--- src/rtl/rt_pkg.sv ---
// Shared types for the racetrack bundle model.
//   rt_op_e    : request opcodes carried on req_op
//   rt_state_e : control FSM states
//   FWD/BWD    : shift direction encodings carried on req_dir
package rt_pkg;

  typedef enum logic [1:0] {
    OP_READ  = 2'd0,
    OP_WRITE = 2'd1,
    OP_SHIFT = 2'd2,
    OP_RSVD  = 2'd3
  } rt_op_e;

  typedef enum logic [1:0] {
    ST_IDLE  = 2'd0,
    ST_SHIFT = 2'd1,
    ST_RESP  = 2'd2
  } rt_state_e;

  localparam logic FWD = 1'b0;
  localparam logic BWD = 1'b1;

endpackage

--- src/rtl/rt_domain_row.sv ---
// One domain position across all WIDTH tracks.
// Ports:
//   clk, rst      : clock, synchronous active-high reset
//   enable, dir   : shift this position one step, direction FWD/BWD
//   fwd_in        : content of the lower-index neighbour (used on FWD)
//   bwd_in        : content of the higher-index neighbour (used on BWD)
//   wr_en, wdata  : access-port write
//   q             : stored domain content
module rt_domain_row
  import rt_pkg::*;
#(
  parameter int unsigned WIDTH = 8
) (
  input  logic             clk,
  input  logic             rst,
  input  logic             enable,
  input  logic             dir,
  input  logic [WIDTH-1:0] fwd_in,
  input  logic [WIDTH-1:0] bwd_in,
  input  logic             wr_en,
  input  logic [WIDTH-1:0] wdata,
  output logic [WIDTH-1:0] q
);

  // Writes and shifts never coincide: writes only happen while idle.
  always_ff @(posedge clk) begin
    if (rst) begin
      q <= '0;
    end else if (wr_en) begin
      q <= wdata;
    end else if (enable) begin
      q <= (dir == FWD) ? fwd_in : bwd_in;
    end
  end

endmodule

--- src/rtl/rt_track.sv ---
// Racetrack nanowire bundle: DOMAINS positions x WIDTH tracks shifted in
// lockstep, one access port at ACCESS_POS, multi-step shifts run one domain
// per cycle with signed offset tracking and range protection.
// Ports:
//   clk, rst                    : clock, synchronous active-high reset
//   req_valid/req_ready         : request handshake (ready only when idle)
//   req_op/dir/amt/wdata        : request payload
//   rsp_valid/rsp_rdata/rsp_err : single-cycle response pulse
//   offset                      : signed shift offset from reset position
//   busy                        : shift or response in progress
module rt_track
  import rt_pkg::*;
#(
  parameter  int unsigned DOMAINS    = 16,
  parameter  int unsigned WIDTH      = 8,
  parameter  int unsigned ACCESS_POS = 8,
  parameter  int unsigned MAX_OFF    = 7,
  parameter  int unsigned AMT_W      = 4,
  localparam int unsigned OFF_W      = $clog2(2 * MAX_OFF + 1) + 1
) (
  input  logic             clk,
  input  logic             rst,
  input  logic             req_valid,
  output logic             req_ready,
  input  logic [1:0]       req_op,
  input  logic             req_dir,
  input  logic [AMT_W-1:0] req_amt,
  input  logic [WIDTH-1:0] req_wdata,
  output logic             rsp_valid,
  output logic [WIDTH-1:0] rsp_rdata,
  output logic             rsp_err,
  output logic [OFF_W-1:0] offset,
  output logic             busy
);

  // Wide enough for offset +/- amount without overflow.
  localparam int unsigned CW = OFF_W + AMT_W + 1;
  localparam logic signed [CW-1:0] LIMIT = CW'(MAX_OFF);

  rt_state_e        state, state_nxt;
  rt_op_e           op;
  logic [AMT_W-1:0] remain;
  logic             dir_q;
  logic             accept, shift_en, wr_en, range_err;
  logic signed [CW-1:0] off_ext, amt_ext, target;
  logic [WIDTH-1:0] dom [DOMAINS];

  assign op = rt_op_e'(req_op);

  // State register
  always_ff @(posedge clk) begin
    if (rst) state <= ST_IDLE;
    else     state <= state_nxt;
  end

  // Next-state logic
  always_comb begin
    state_nxt = state;
    case (state)
      ST_IDLE: begin
        if (accept) begin
          if (op == OP_SHIFT && !range_err && req_amt != '0) state_nxt = ST_SHIFT;
          else                                               state_nxt = ST_RESP;
        end
      end
      ST_SHIFT: if (remain == AMT_W'(1)) state_nxt = ST_RESP;
      ST_RESP:  state_nxt = ST_IDLE;
      default:  state_nxt = ST_IDLE;
    endcase
  end

  // State decode
  always_comb begin
    req_ready = (state == ST_IDLE);
    busy      = (state == ST_SHIFT) || (state == ST_RESP);
    shift_en  = (state == ST_SHIFT);
    accept    = req_valid && req_ready;
    wr_en     = accept && (op == OP_WRITE);
  end

  // Range check of the offset the requested shift would reach
  always_comb begin
    off_ext   = CW'($signed(offset));
    amt_ext   = CW'({1'b0, req_amt});
    target    = (req_dir == BWD) ? off_ext - amt_ext : off_ext + amt_ext;
    range_err = (target > LIMIT) || (target < -LIMIT);
  end

  // Shift bookkeeping and registered response
  always_ff @(posedge clk) begin
    if (rst) begin
      offset    <= '0;
      remain    <= '0;
      dir_q     <= FWD;
      rsp_valid <= 1'b0;
      rsp_rdata <= '0;
      rsp_err   <= 1'b0;
    end else begin
      rsp_valid <= (state_nxt == ST_RESP);
      rsp_rdata <= '0;
      rsp_err   <= 1'b0;
      if (accept) begin
        case (op)
          OP_READ:  rsp_rdata <= dom[ACCESS_POS];
          OP_SHIFT: begin
            rsp_err <= range_err;
            remain  <= req_amt;
            dir_q   <= req_dir;
          end
          OP_RSVD:  rsp_err <= 1'b1;
          default:  ;
        endcase
      end
      if (shift_en) begin
        remain <= remain - AMT_W'(1);
        offset <= (dir_q == BWD) ? offset - OFF_W'(1) : offset + OFF_W'(1);
      end
    end
  end

  // Domain array; end positions take zeros on the side data enters from.
  for (genvar i = 0; i < DOMAINS; i++) begin : g_row
    logic [WIDTH-1:0] fwd_in, bwd_in;

    if (i == 0) begin : g_fwd_edge
      assign fwd_in = '0;
    end else begin : g_fwd_link
      assign fwd_in = dom[i-1];
    end

    if (i == DOMAINS - 1) begin : g_bwd_edge
      assign bwd_in = '0;
    end else begin : g_bwd_link
      assign bwd_in = dom[i+1];
    end

    rt_domain_row #(.WIDTH(WIDTH)) u_row (
      .clk    (clk),
      .rst    (rst),
      .enable (shift_en),
      .dir    (dir_q),
      .fwd_in (fwd_in),
      .bwd_in (bwd_in),
      .wr_en  (wr_en && (i == ACCESS_POS)),
      .wdata  (req_wdata),
      .q      (dom[i])
    );
  end

endmodule
--- config.mk ---
export PLATFORM = sky130hd
export DESIGN_NAME = rt_track
export DESIGN_NICKNAME = d
export VERILOG_FILES = /design/src/rtl/rt_pkg.sv /design/src/rtl/rt_domain_row.sv /design/src/rtl/rt_track.sv
export SDC_FILE = /design/constraint.sdc
export NUM_CORES = 1
export LEC_CHECK = 0
export ABC_AREA = 1
export CORE_MARGIN = 2
export CORE_UTILIZATION = 40
export CTS_CLUSTER_DIAMETER = 150
export DETAILED_ROUTE_END_ITERATION = 10
export PLACE_DENSITY = 0.6
export SYNTH_ARGS = -nofsm -noshare
export SYNTH_HDL_FRONTEND = slang
export SYNTH_SLANG_ARGS = --single-unit
--- constraint.sdc ---
create_clock -name clk -period 4.4 [get_ports clk]
set_input_delay 0.88 -clock clk [delete_from_list [all_inputs] [get_ports clk]]
set_output_delay 0.88 -clock clk [all_outputs]
set_load 0.01 [all_outputs]
# Yosys cells after proc, flatten, opt, wreduce, memory -nomap -nowiden
# Index checks and enable logic that the tools add are counted.
totals:
  output_inout_bits: 17
  register_bits: 150
  memories: 0
  wordCells: 84
  mem_bits_ro: 0
  inputBits: 18
  ram_bits: 0
  latchBits: 0
op_classes:
  n_lt_le_gt_ge: 2
  shift: 0
  n_reduce_logical: 17
  multipliers: 0
  n_mux: 28
  addsub: 5
  bitwise_logic: 2
  eq_ne: 7
  n_div: 0
op_table:
  columns: ["operator", "n"]
  rows:
  - ["$mux 8", 18]
  - ["$mux 4", 3]
  - ["$gt 10x4->1 const B", 1]
  - ["$lt 10x4->1 const B", 1]
  - ["$mux 10", 1]
  - ["$eq 2x2->1 const B", 4]
  - ["$add 5x5->6", 1]
  - ["$mux 2", 3]
  - ["$reduce_bool 2->1", 3]
  - ["$sub 5x5->6", 1]
  - ["$add 5x1->5 const B", 1]
  - ["$mux 5", 1]
  - ["$sub 5x1->5 const B", 1]
  - ["$eq 2x1->1 const B", 2]
  - ["$eq 4x1->1 const B", 1]
  - ["$logic_and 1x1->1", 4]
  - ["$logic_not 2->1", 2]
  - ["$pmux 2 s2", 1]
  - ["$reduce_and 2->1", 2]
  - ["$reduce_bool 4->1", 1]
  - ["$sub 4x1->4 const B", 1]
  - ["$reduce_or 3->1", 1]
  - ["$logic_or 1x1->1", 2]
  - ["$not 1->1", 2]
  - ["3 further kinds", 3]

# Logic depth before layout (Yosys ltp)
# Gate-level depths: netlist (run 1).
logic_depth:
  ltp_word: 11
  ltp_mapped: 21
  mapped_depth_nobuf: 21

# Hierarchy
# A second synthesis (run 1) with hierarchy kept.
hier_totals:
  cells_unflattened: 1488
  hier_area_um2: 9349.0
modules_own_cells:
  columns: ["module", "cells_per_inst", "n_inst", "area_per_inst_um2", "seq_area_each_um2"]
  rows:
  - ["rt_domain_row", 80, 16, 494.2, 160.2]
  - ["rt_track", 208, 1, 1441.4, 440.4]

# Least setup slack after synthesis (run 1)
# No wires, ideal clock.
synth_timing:
  path_type: "input-to-reg"
  start: "input port req_amt[0]"
  end: "register rsp_valid"
  arrival_time_ns: 2.605
  slack_ns: 1.685
  required_ns: 4.289
  setup_ns: 0.111
  n_path_buf: 0
  stages: 21
  path_cell_list: "inv_1 -> ha_1 -> inv_1 -> o21ai_0 -> inv_1 -> ha_1 -> nand2_1 -> inv_2 -> nand2_2 -> nand2_1 -> nand2_1 -> nand2_1 -> inv_1 -> nor2_1 -> nand2_1 -> nand2_2 -> nand2_2 -> nand2_2 -> nand2_2 -> nand2_1 -> nor2_1"
synth_via:
  elab_chain_cells: 11
  elab_cells_between_ends: 14
  classes_between: "add/sub (2); order compare (2); eq/ne (1); mux (4); reduce/logical (5)"
synth_lines:
  columns: ["element", "line_no", "source"]
  rows:
  - ["start: declaration", "rt_track.sv:27", "input logic [AMT_W-1:0] req_amt,"]
  - ["$add 5x5->6 / $sub 5x5->6 (equally long branches)", "rt_track.sv:85", "target = (req_dir == BWD) ? off_ext - amt_ext : off_ext + amt_ext;"]
  - ["$mux 10", "rt_track.sv:85", null]
  - ["$gt 10x4->1 / $lt 10x4->1 (equally long branches)", "rt_track.sv:86", "range_err = (target > LIMIT) || (target < -LIMIT);"]
  - ["$logic_or 1x1->1", "rt_track.sv:86", null]
  - ["$logic_not 1->1", "rt_track.sv:62", "if (op == OP_SHIFT && !range_err && req_amt != '0) state_nxt = ST_SHIFT;"]
  - ["$logic_and 1x1->1", "rt_track.sv:62", null]
  - ["$logic_and 1x1->1 (*)", "rt_track.sv:62", null]
  - ["$mux 2 (*)", "rt_track.sv:62", null]
  - ["$mux 2 (*)", "rt_track.sv:61", "if (accept) begin"]
  - ["$pmux 2 s2 (*)", "rt_track.sv:59", "case (state)"]
  - ["$eq 2x2->1 (*)", "rt_track.sv:99", "rsp_valid <= (state_nxt == ST_RESP);"]
  - ["end signal: assignment", "rt_track.sv:99", null]
  - ["end: declaration", "rt_track.sv:29", "output logic rsp_valid,"]
# Every way passes the cells marked *; elsewhere a longest branch is shown, timed or not.
# A chain may end at the register's enable or synchronous reset.

# Final worst setup path (run 1)
# Ends and elaborated chain as after synthesis.

==> impl_metrics.py, run 1 <==
metrics = {
    "synth": {
        "ys.flop_type": "dfxtp_1",
        "ys_warn_count": 0,
        "syn_nets": 1033,
        "muxShareOfSynthArea": 0.005555,
        "seq_area_frac_synth": 0.4166,
        "synth_compound_area_frac": 0.1871,
        "async_flop_share": 0,
        "yosysMostFrequentCell": "nand2_1",
        "synth_xor_area_frac": 0.006075,
        "synth_top_cells_by_area": "dfxtp_1 42%, nand2_1 13%, o211ai_1 12%, inv_1 7.8%, nand3_1 7.4%",
        "post_synth_num_cell_types": 29,
        "netlist_instances": 1000,
        "synth_area_sq_mm": 0.007208,
        "synth_area_per_cell_sq_um": 7.208,
        "synth_edf_count": 0,
        "synth_top_family_by_area": "simple AND/OR/NAND/NOR gates",
        "synthAdderAreaFrac": 0.02812,
        "synth-simple-area-share": 0.2324,
        "netlist.area_leader.share": 0.4166,
        "synth_top_area_cell": "dfxtp_1",
        "synth_common_cells": "241 x nand2_1, 150 x dfxtp_1, 149 x inv_1",
        "ys_ff_latch": 150,
    },
    "cts": {
        "htreeDepth": 4,
        "clk_pin_slew_ps": 60,
        "post_cts_resized": 0,
        "cts_hold_buf": 0,
        "insertion_delay_ps": 430,
        "cts_sinks": 150,
        "cts_buffers": 17,
        "clock_path_buffers": 2,
        "tritoncts": "done",
        "cts_setup_buffers": 0,
        "cts_root_buf": "clkbuf_16",
    },
    "status": {
        "status": "finished clean",
    },
    "worst_setup_path": {
        "worstPathRequired_ps": 4720,
        "reg2reg_setup_slack_ps": 1980,
        "reg2reg_to": "g_row[9].u_row.q[4]",
        "critPathArrivalTime_ps": 3400,
        "critical_path_class": "in -> reg",
        "end_kind": "flip-flop",
        "cp-start-kind": "input port",
        "r2r_start": "state[1]",
        "crit_path_max_fanout": 4,
        "reg2reg_depth": 6,
    },
    "floorplan": {
        "start_util": 0.4040,
        "row_count": 49,
        "ios": 35,
        "coreArea_sq_mm": 0.01784,
        "die_area_sq_mm": 0.01911,
        "dieWidth_microns": 138.2,
        "die_h_microns": 138.2,
    },
    "hold_path": {
        "hp-start": "g_row[15].u_row.q[0]",
        "worst_hold_path.endpoint": "g_row[15].u_row.q[0]",
        "hold_depth": 2,
        "min_path_type": "reg -> reg",
    },
    "pwr": {
        "p_leak_nw": 3.645,
        "p_clk_frac": 0.480,
        "p_sw_mw": 0.7035,
        "power_frac_seq": 0.453,
        "switching_share": 0.2263,
        "powerDensity_mw_per_mm2": 377.4,
        "pwr-share-comb": 0.067,
        "intPower_mw": 2.405,
        "peakVddDrop_v": 0.0002931,
        "p_total_mw": 3.109,
    },
    "timing": {
        "drv_slew": 0,
        "tns_ps": 0,
        "final-hold-violation-count": 0,
        "fin_ws_ps": 1327,
        "setup_violations": 0,
        "period_share": 0.6984,
        "slew_headroom": 0.3501,
        "rsz0062_at_grt": "no",
        "clock_skew_ps": 10.45,
        "fmax_mhz": 325.4,
        "worst_slew_pin_slew_ps": 974.9,
        "min_period_ps": 3073,
    },
    "cells_and_area": {
        "area_growth_pct": 14.29,
        "final_nets": 1024,
        "drive_gt1_frac": 0.06481,
        "fill_cells": 1803,
        "multiInputGateArea_sq_mm": 0.003323,
        "diodes": 0,
        "final_core_util": 0.4617,
        "layout.area.seq_sq_mm": 0.003007,
    },
    "placement": {
        "dp_hpwl_microns": 8978,
        "portBuffers": 34,
        "place_congestion": 0.7622,
        "dp_slack_ps": 889.2,
    },
    "grt": {
        "grt_pass1_wl_microns": 26420,
        "grt_pass1_vias": 5804,
        "grt_max_degree": 102,
        "grt_usage": 0.1650,
        "antenna_found_initial": 0,
        "overflow": 0,
    },
    "flow_run": {
        "drv_cap": 0,
    },
    "route": {
        "drt_drc_violations_left": 0,
        "wl_per_cell_microns": 12.31,
        "first_pass_iters": 4,
        "num_vias": 6220,
        "detail_route.vias_per_cell": 5.049,
        "drt-total-wl_microns": 15160,
        "postRouteAntennaNets": 0,
        "drtIter0Drc": 402,
    },
}
==> worst max path at each step <==
stage,from,endpoint,slack [ps]
final,req_amt[0],rsp_valid,1330
after global routing,req_amt[0],rsp_valid,1070
after CTS,req_amt[0],rsp_valid,1340
after detailed placement,req_amt[0],rsp_valid,890
after global placement,req_amt[0],rsp_valid,920
after floorplan,req_amt[0],rsp_valid,1680
==> flip-flops by register name, indices dropped and copies added, names as in the netlist <==
name           cells
rsp_valid          1
remain             4
dir_q              1
rsp_err            1
offset             5
g_row.u_row.q    128
rsp_rdata          8
state              2
==> cells by family (layout without fill, tap and decap cells) <==
group | after synthesis | in the layout
and+or+nand+nor | 395 | 395
adders and majority gates | 15 | 15
muxes | 4 | 4
AOI/OAI and AO/OA | 201 | 201
DFF | 150 | 150
xor gates and xnor gates | 5 | 5
buffers and inverters | 230 | 233
==> per-stage QoR <==
step                      hold slack, ps  instance area (sq um)  cells
final                              466.5                   8238   1232
after floorplan                    443.7                   7208   1000
after detailed placement           455.9                   7629   1201
after global placement             453.2                   7629   1201
after global routing               484.3                   8238   1232
after CTS                          465.3                   8238   1232
==> critical path, cell delays in order <==
cell	delay [ps]
clkdlybuf4s50_1	480
inv_1	90
ha_1	280
inv_1	30
o21ai_0	350
inv_1	90
ha_1	280
nand2_1	50
inv_2	60
nand2_2	50
nand2_1	50
nand2_1	40
nand2_1	70
inv_1	40
nor2_1	90
nand2_1	70
nand2_2	90
nand2_2	70
nand2_2	60
nand2_2	50
nand2_1	60
nor2_1	50
==> cells in the final DEF (no fill, tap or decap), drive strengths merged <==
master | netlist | layout
o21ai | 36 | 36
dfxtp | 150 | 150
buf | 31 | 7
a31oi | 2 | 2
clkinvlp | 0 | 1
a21oi | 39 | 39
o221ai | 7 | 7
clkbuf | 38 | 23
clkdlybuf4s50 | 0 | 34
nand3 | 108 | 108
o31ai | 1 | 1
bufinv | 0 | 3
nor3 | 2 | 2
ha | 13 | 13
a211oi | 2 | 2
xor2 | 3 | 3
mux2i | 4 | 4
clkinv | 0 | 6
xnor2 | 2 | 2
nand2 | 249 | 249
nor2 | 36 | 36
o211ai | 112 | 112
inv | 161 | 159
fa | 2 | 2
a221oi | 2 | 2
==> power groups by stage <==
stage          combinational [mW]  clock (mW)  sequential [mW]
2_1_floorplan               0.158           0             1.42
3_3_place_gp                0.210           0             1.44
3_5_place_dp                0.212           0             1.44
4_1_cts                     0.212        1.54             1.41
5_1_grt                     0.237        1.59             1.41
6_report                    0.209        1.49             1.41
==> final cells by class <==
cell class              count  share of cell area
clock buffers              23             0.05923
clock inverters             8             0.01473
inverters                 161             0.07366
multi-input cells         620              0.4034
flip-flops and latches    150              0.3650
well taps                 229             0.03478
repair buffers             41             0.04921
==> routing by layer <==
layer | routed length, microns | global-route usage
met5 | 0 | 0
met4 | 382 | 0.07143
met3 | 356 | 0.04018
met2 | 7140 | 0.2845
met1 | 7284 | 0.1958
Power figures use the tool's default switching activity.
==> run 2, diff against run 1 <==
--- a/config.mk
+++ b/config.mk
@@ -10,7 +10,7 @@
 export CORE_UTILIZATION = 40
 export CTS_CLUSTER_DIAMETER = 150
 export DETAILED_ROUTE_END_ITERATION = 10
-export PLACE_DENSITY = 0.6
+export PLACE_DENSITY = 0.62
 export SYNTH_ARGS = -nofsm -noshare
 export SYNTH_HDL_FRONTEND = slang
 export SYNTH_SLANG_ARGS = --single-unit
==> constraint.sdc (replaced) <==
create_clock -name clk -period 2.6 [get_ports clk]
set_input_delay 0.52 -clock clk [delete_from_list [all_inputs] [get_ports clk]]
set_output_delay 0.52 -clock clk [all_outputs]
set_load 0.01 [all_outputs]
==> impl_metrics.py, run 2 (synthesized netlist as in run 1, its figures left out) <==
metrics = {
    "status": {
        "status": "finished clean",
    },
    "cells_and_area": {
        "multiInputGateArea_sq_mm": 0.003364,
        "diodes": 0,
        "drive_gt1_frac": 0.08734,
        "final_common_cell": "nand2_1",
        "final_cells": 1248,
        "largest_register_ffs": 128,
        "top_register": "g_row.u_row.q",
        "final_nets": 1039,
        "final_cell_mix": "240 x nand2_1, 149 x dfxtp_1, 147 x inv_1",
        "fill_cells": 1762,
        "top_regs": "g_row.u_row.q: 128 flops, rsp_rdata: 8 flops, offset: 5 flops",
        "layout.area.seq_sq_mm": 0.003007,
        "area_growth_pct": 16.75,
    },
    "worst_setup_path": {
        "critical_path_class": "in -> reg",
        "cp-start-kind": "input port",
        "cp_cell_sequence": "clkdlybuf4s50_1, inv_1, o21ai_0, nand2_1, ha_4, nand2_1, nand2_2, inv_2, nand2_1, nand2_1, nand2_2, inv_1, nor2_1, nand2_1, nand2_2, nand2_2, nand2_2, nand2_2, nand2_1, nor2_1",
        "reg2reg_to": "rsp_valid",
        "crit_path_max_fanout": 4,
        "worstPathRequired_ps": 2910,
        "crit_buf_inv": 4,
        "critPathArrivalTime_ps": 2680,
        "reg2reg_depth": 17,
        "critPathMaxStageDelay_ps": 570,
        "cp_slowest_cell": "clkdlybuf4s50_1",
        "r2r_start": "offset[0]",
        "reg2reg_setup_slack_ps": 510,
        "path_delay_family": "simple AND/OR/NAND/NOR gates",
        "end_kind": "flip-flop",
    },
    "placement": {
        "dp_cells": 1216,
        "dp_slack_ps": -455.0,
        "place_congestion": 0.7597,
        "dp_hpwl_microns": 9272,
        "portBuffers": 34,
    },
    "cts": {
        "clock_path_buffers": 2,
        "cts_hold_buf": 0,
        "cts_root_buf": "clkbuf_16",
        "cts_buffers": 17,
        "htreeDepth": 4,
        "insertion_delay_ps": 420,
        "cts_sinks": 150,
        "clk_pin_slew_ps": 60,
        "cts_setup_buffers": 0,
        "tritoncts": "done",
    },
    "timing": {
        "worst_slew_pin_slew_ps": 587.7,
        "rsz0062_at_grt": "no",
        "min_period_ps": 2365,
        "fin_ws_ps": 235.0,
        "fmax_mhz": 422.8,
        "drv_slew": 0,
        "setup_violations": 0,
        "final-hold-violation-count": 0,
        "slew_headroom": 0.6082,
        "clock_skew_ps": 6.377,
        "period_share": 0.9096,
    },
    "hold_path": {
        "min_path_type": "reg -> reg",
        "worst_hold_path.endpoint": "g_row[15].u_row.q[1]",
        "hold_depth": 2,
        "hp-start": "g_row[15].u_row.q[1]",
    },
    "grt": {
        "grt_pass1_vias": 5717,
        "grt_usage": 0.1611,
        "grt_max_degree": 146,
        "grt_pass1_wl_microns": 25950,
        "antenna_found_initial": 0,
        "overflow": 0,
    },
    "route": {
        "drt-total-wl_microns": 15540,
        "drtIter0Drc": 475,
        "wl_per_cell_microns": 12.45,
        "first_pass_iters": 4,
        "detail_route.vias_per_cell": 5.043,
        "drt_drc_violations_left": 0,
        "num_vias": 6294,
        "postRouteAntennaNets": 0,
    },
    "pwr": {
        "p_total_mw": 5.180,
        "p_leak_nw": 3.735,
        "peakVddDrop_v": 0.0004778,
        "powerDensity_mw_per_mm2": 615.5,
    },
    "floorplan": {
        "dieWidth_microns": 138.2,
        "start_util": 0.4040,
        "coreArea_sq_mm": 0.01784,
        "die_h_microns": 138.2,
        "ios": 35,
        "row_count": 49,
        "die_area_sq_mm": 0.01911,
    },
    "flow_run": {
        "drv_cap": 0,
    },
}
run 2: metrics by stage:
stage	cell area (sq um)	utilization	TNS (ps)	hold slack (ps)
2_1_floorplan	7208	-	0	443.7
3_3_place_gp	7791	0.4367	-1468	452.4
3_5_place_dp	7791	0.4367	-1564	455.3
4_1_cts	8369	0.4691	0	465.2
5_1_grt	8416	0.4717	0	473.5
6_report	8416	0.4717	0	464.5
run 2: layout make-up:
type / count / area share
clock buffer: 23 / 0.05679
clock inverter: 9 / 0.01189
inverter: 161 / 0.07211
multi-input combinational: 620 / 0.3998
sequential: 150 / 0.3573
tap: 229 / 0.03405
timing repair buffer: 56 / 0.06809
run 2: what timing repair did:
item,CTS,global route
resized for setup,1,11
pin swaps,0,6
endpoints found under the setup margin,2,3
run 2: per-layer routing:
metal | vias to the layer above | track usage | wire [microns]
met5 | - | 0 | 0
met4 | 0 | 0.04189 | 127
met3 | 10 | 0.04191 | 444
met2 | 64 | 0.2845 | 7581
met1 | 2922 | 0.1952 | 7381
li1 | 3298 | - | -
run 2: where the power goes:
group	total [mW]	internal (mW)	switching, mW
Sequential	2.37	2.34	0.0343
Combinational	0.400	0.154	0.246
Clock	2.41	1.48	0.926
run 2: how the worst max path moves through the flow:
stage / from / end / slack [ps] / cells after the start
floorplan: req_amt[0] / rsp_valid / 240 / 21
global placement: req_amt[0] / rsp_valid / -430 / 22
detailed placement: req_amt[0] / rsp_valid / -450 / 22
global route: req_dir / rsp_valid / 30 / 20
CTS: req_amt[0] / rsp_valid / 70 / 19
finish: req_dir / rsp_valid / 240 / 20
run 2: worst reg2reg max path, stage by stage (launching register included):
cell	delay [ps]
dfxtp_1	320
inv_1	110
ha_1	260
fa_2	360
inv_1	70
nand3_1	80
nand2_1	80
nand2_1	50
nand2_1	80
nand2_1	50
nor2_1	80
nand2_1	70
nand2_2	90
nand2_2	60
nand2_2	60
nand2_2	50
nand2_1	60
nor2_1	40
